[src/rtl/cpu_pkg.sv]
// Shared CPU definitions: next-PC select codes, fetch FSM states, default widths.
package cpu_pkg;

    localparam int unsigned ADDR_WIDTH_DEF = 16;
    localparam int unsigned INSTR_WIDTH    = 16;
    localparam int unsigned DISP_WIDTH     = 8;

    // Next-PC select driven by the control FSM alongside PCEn
    typedef enum logic [1:0] {
        PC_INC  = 2'b00,
        PC_BR   = 2'b01,
        PC_JMP  = 2'b10,
        PC_HOLD = 2'b11
    } pc_state_e;

    // Instruction fetch sequencer states
    typedef enum logic [1:0] {
        FETCH_S   = 2'b00,
        CAPTURE_S = 2'b01,
        HOLD_S    = 2'b10
    } fetch_state_e;

endpackage

[src/rtl/pc_next_calc.sv]
// Combinational next-PC selection: increment, PC-relative branch, register jump or hold.
module pc_next_calc
    import cpu_pkg::*;
#(
    parameter int unsigned ADDR_WIDTH = ADDR_WIDTH_DEF
) (
    input  logic [ADDR_WIDTH-1:0]  pc_i,
    input  pc_state_e              pc_state_i,
    input  logic [DISP_WIDTH-1:0]  disp_i,
    input  logic [15:0]            jump_target_i,
    output logic [ADDR_WIDTH-1:0]  pc_next_o,
    output logic [ADDR_WIDTH-1:0]  pc_plus1_o
);

    logic [ADDR_WIDTH-1:0] disp_ext;
    logic [ADDR_WIDTH-1:0] jump_ext;

    // Branch displacement is relative to the current PC, not PC+1; all sums wrap
    always_comb begin
        disp_ext   = {{(ADDR_WIDTH-DISP_WIDTH){disp_i[DISP_WIDTH-1]}}, disp_i};
        jump_ext   = ADDR_WIDTH'(jump_target_i);
        pc_plus1_o = pc_i + {{(ADDR_WIDTH-1){1'b0}}, 1'b1};
        pc_next_o  = pc_i;
        unique case (pc_state_i)
            PC_INC:  pc_next_o = pc_plus1_o;
            PC_BR:   pc_next_o = pc_i + disp_ext;
            PC_JMP:  pc_next_o = jump_ext;
            PC_HOLD: pc_next_o = pc_i;
            default: pc_next_o = pc_i;
        endcase
    end

endmodule

[src/rtl/instr_fetch_unit.sv]
// Instruction fetch unit: owns the PC, reads synchronous instruction RAM and
// presents a held instruction word to the control FSM.
module instr_fetch_unit
    import cpu_pkg::*;
#(
    parameter int unsigned           ADDR_WIDTH   = ADDR_WIDTH_DEF,
    parameter logic [ADDR_WIDTH-1:0] RESET_VECTOR = '0
) (
    input  logic                    Clk,
    input  logic                    Reset_n,
    input  logic                    PCEn,
    input  logic [1:0]              PCState,
    input  logic [DISP_WIDTH-1:0]   Disp,
    input  logic [15:0]             JumpTarget,
    input  logic                    MemBusy,
    input  logic [INSTR_WIDTH-1:0]  MemData,
    output logic [ADDR_WIDTH-1:0]   MemAddr,
    output logic                    MemRdEn,
    output logic [ADDR_WIDTH-1:0]   PC,
    output logic [ADDR_WIDTH-1:0]   PCPlus1,
    output logic [INSTR_WIDTH-1:0]  Instr,
    output logic                    InstrValid
);

    fetch_state_e           state_q, state_d;
    logic [ADDR_WIDTH-1:0]  pc_q, pc_d;
    logic [INSTR_WIDTH-1:0] ir_q, ir_d;
    logic [ADDR_WIDTH-1:0]  pc_next;
    logic [ADDR_WIDTH-1:0]  pc_plus1;
    logic                   rd_en;

    pc_next_calc #(
        .ADDR_WIDTH (ADDR_WIDTH)
    ) u_pc_next_calc (
        .pc_i          (pc_q),
        .pc_state_i    (pc_state_e'(PCState)),
        .disp_i        (Disp),
        .jump_target_i (JumpTarget),
        .pc_next_o     (pc_next),
        .pc_plus1_o    (pc_plus1)
    );

    // State, PC and instruction register
    always_ff @(posedge Clk or negedge Reset_n) begin
        if (!Reset_n) begin
            state_q <= FETCH_S;
            pc_q    <= RESET_VECTOR;
            ir_q    <= '0;
        end else begin
            state_q <= state_d;
            pc_q    <= pc_d;
            ir_q    <= ir_d;
        end
    end

    // Fetch sequencing; PCEn is only honoured once the word is held
    always_comb begin
        state_d = state_q;
        pc_d    = pc_q;
        ir_d    = ir_q;
        rd_en   = 1'b0;
        unique case (state_q)
            FETCH_S: begin
                if (!MemBusy) begin
                    rd_en   = 1'b1;
                    state_d = CAPTURE_S;
                end
            end
            CAPTURE_S: begin
                ir_d    = MemData;
                state_d = HOLD_S;
            end
            HOLD_S: begin
                if (PCEn) begin
                    pc_d    = pc_next;
                    state_d = FETCH_S;
                end
            end
            default: state_d = FETCH_S;
        endcase
    end

    // Read strobe is masked by reset so no request escapes while Reset_n is low
    always_comb begin
        MemRdEn    = rd_en & Reset_n;
        MemAddr    = pc_q;
        PC         = pc_q;
        PCPlus1    = pc_plus1;
        Instr      = ir_q;
        InstrValid = (state_q == HOLD_S);
    end

endmodule

[config.mk]
export PLATFORM = sky130hd
export DESIGN_NAME = instr_fetch_unit
export DESIGN_NICKNAME = d
export VERILOG_FILES = /design/src/rtl/cpu_pkg.sv /design/src/rtl/pc_next_calc.sv /design/src/rtl/instr_fetch_unit.sv
export SDC_FILE = /design/constraint.sdc
export NUM_CORES = 1
export LEC_CHECK = 0
export CAP_MARGIN = 15
export CELL_PAD_IN_SITES_DETAIL_PLACEMENT = 0
export CELL_PAD_IN_SITES_GLOBAL_PLACEMENT = 1
export CORE_MARGIN = 2
export CORE_UTILIZATION = 36
export DETAILED_ROUTE_END_ITERATION = 16
export HOLD_SLACK_MARGIN = 0.1
export PLACE_DENSITY_LB_ADDON = 0.1
export RECOVER_POWER = 25
export SETUP_SLACK_MARGIN = 0.2
export SLEW_MARGIN = 20
export SYNTH_ARGS = -nofsm -noshare
export SYNTH_HDL_FRONTEND = slang
export SYNTH_HIERARCHICAL = 1
export SYNTH_SLANG_ARGS = --single-unit
[constraint.sdc]
create_clock -name Clk -period 6.48 [get_ports Clk]
set_input_delay 1.62 -clock Clk [delete_from_list [all_inputs] [get_ports Clk]]
set_output_delay 1.62 -clock Clk [all_outputs]
set_load 0.02 [all_outputs]
==> metrics.cfg <==
[place]
port_buffers=111
gp_congestion=0.787
post-place-cells=472
dpl.hpwl_um=5850
pre_cts_ws_ns=1.91

[sta]
worst_slack_ns=1.91
fin_crit_sh_pct=70.6
maxSlewViolCount=0
fin_skew_ns=0.00981
slew_headroom_pct=36.4
min_period_ns=4.57
rsz0062_at_grt=no
setup_viol=0
fmax_ghz=0.219
worst_pin_slew_ns=0.954
finalHoldViolCount=0
tns_ns=0

[clocking]
postCtsSetupRepairBufs=0
post_cts_resized=0
clk_pin_slew_ns=0.07
cts_buffer_depth=2
htreeDepth=2
cts_tree=done
cts_buffers=5
cts_root_buf=clkbuf_8
clock_insertion_delay_worst_skew_ns=0.29
postCtsHoldBufs=0
cts_num_sinks=34

[grt]
grt_overflow=0
grtUsageTotal_pct=18.1
grt_pass1_wl_um=12500
grt_max_degree=36
first_global_vias=2431
antenna_found_initial=0

[drt]
drt-total-wl_um=8040
vias=2497
routedWlPerCell_um=16.8
drt-initial-drc-count=104
ant_nets=0
vias_per_cell=5.20
drt-pass1-iter-count=4
post-route-drc-count=0

[worst_setup_path]
rr_startpoint=MemAddr[0]$_DFFE_PN0P_
crit_fanout=2
worstSetupStartpoint=MemBusy
start_kind=input port
r2r_slack_ns=3.56
required_ns=4.86
worstSetupPathType=in2out
arrival_ns=2.95
crit_path_end_kind=output port

[logic_synthesis]
synthFlopType=dfrtp_1
synthesis.area_um2=2970
synthCells=279
avgSynthCellArea_um2=10.6
synth_seq_cells=34
syn_nets=342
synth_edf_count=0
yosysWarnings=6
yosys.area.top_type=dfrtp_1
synth_top_area_share_pct=28.7
yosysSeqAreaShare_pct=28.7
synth_cell_types=55
ys_top_cells_by_area=dfrtp_1 29%, mux2_2 8.7%, mux4_2 7.6%, ha_1 6.7%, mux2_4 4.6%
synthArstFlopShare_pct=100

[floorplan]
io_pins=112
rows=33
dieArea_um2=8980
initial_core_util_pct=36.7
die_w_um=94.8
core_um2=8090
die_h_um=94.8

[cells_and_area]
fill_cells=747
final_cells=480
drive_above_1_share_pct=20.0
n_antenna_cell=0
final_common_cell=clkdlybuf4s50_1
area_delta_synth_final_pct=39.2
most-common-layout-cells=110 x clkdlybuf4s50_1, 34 x dfrtp_1, 23 x mux2_2, 23 x nand2_1, 16 x ha_1
nets=437

[outcome]
outcome=complete, no violations

[pwr]
power.total_mw=2.16
powerDensity_nw_per_um2=523
ir_worst_vdd_mv=0.222
leakage_nw=1.69

[min_path]
hp-class=reg2reg
hold_start=Instr[2]$_DFFE_PN0N_

[job]
drv_cap=0

## critical path, stage by stage
cell and delay [ns]:
clkdlybuf4s50_1 0.41, nor3_1 0.18, and2_1 0.15, clkdlybuf4s50_1 0.59
## registers in the layout, summed over array words and instances, names as in the netlist
name     count
state_q      2
Instr       16
MemAddr     16
## synth_stat cells (2+ instances only)
cell type	number
dfrtp_1	34
nand3_2	2
inv_1	7
a21oi_2	4
xnor2_1	15
clkbuf_1	3
nand2b_1	2
buf_2	3
o21ai_1	4
a31oi_1	2
o21a_1	2
mux2_2	23
a211oi_2	2
o31ai_1	3
nor3_1	6
nor4_2	2
ha_1	16
mux2_4	9
and3_1	2
mux2i_1	4
nor2b_1	3
a21oi_1	11
buf_4	16
o21bai_1	2
nand4_1	4
nand3_1	10
mux4_2	10
nor2_1	10
xor2_1	9
o21ai_0	6
nand2_1	23
buf_6	2
a21oi_4	2
a21o_1	3
nor3b_1	2
o211ai_1	2
## per-layer routing
metal	global-route usage (%)	up-vias	routed length (um)
met3	3.99	7	436
met5	0	-	0
li1	-	1196	-
met1	24.1	1214	3730
met4	5.19	0	106
met2	29.6	80	3770
## metrics by stage
step	area (um^2)	utilization [%]	hold slack, ns
CTS	4130	51.0	0.509
global route	4130	51.0	0.523
finish	4130	51.0	0.508
detailed placement	4030	49.8	0.493
global placement	4030	49.8	0.486
floorplan	2970	-	0.456
## final cells by class
class                   instances  area [um^2]  share of cell area, %
inverters                       7         26.3                  0.636
clock inverters                 2         12.5                  0.303
flip-flops and latches         34          851                   20.6
repair buffers                114         1130                   27.3
multi-input cells             212         1900                   45.9
well taps                     105          131                   3.18
clock buffers                   6         82.6                   2.00
## cells by family (layout without fill, tap and decap cells)
family | after synthesis | count (layout) | synth area share [%]
flops | 34 | 34 | 28.7
mux | 47 | 47 | 22.6
compound gates | 51 | 51 | 13.1
simple gates | 73 | 73 | 13.7
fa+ha+maj | 17 | 17 | 7.42
buf+inv | 33 | 129 | 7.38
xor+xnor | 24 | 24 | 7.09
## worst paths after layout
kind	to	cells after the start
max	MemRdEn	4
max in group asynchronous	Instr[0]$_DFFE_PN0N_	2
max reg2reg	MemAddr[10]$_DFFE_PN0P_	9
min	Instr[2]$_DFFE_PN0N_	1
min reg2reg	Instr[2]$_DFFE_PN0N_	1
min in group asynchronous	MemAddr[10]$_DFFE_PN0P_	2
## where the power goes
part / total [mW] / leakage [nW] / internal, mW / switching (mW)
Sequential: 0.486 / 0.406 / 0.318 / 0.168
Combinational: 1.50 / 1.24 / 0.773 / 0.730
Clock: 0.170 / 0.0472 / 0.0855 / 0.0845
Note: power is estimated with default switching activity, not from simulation.
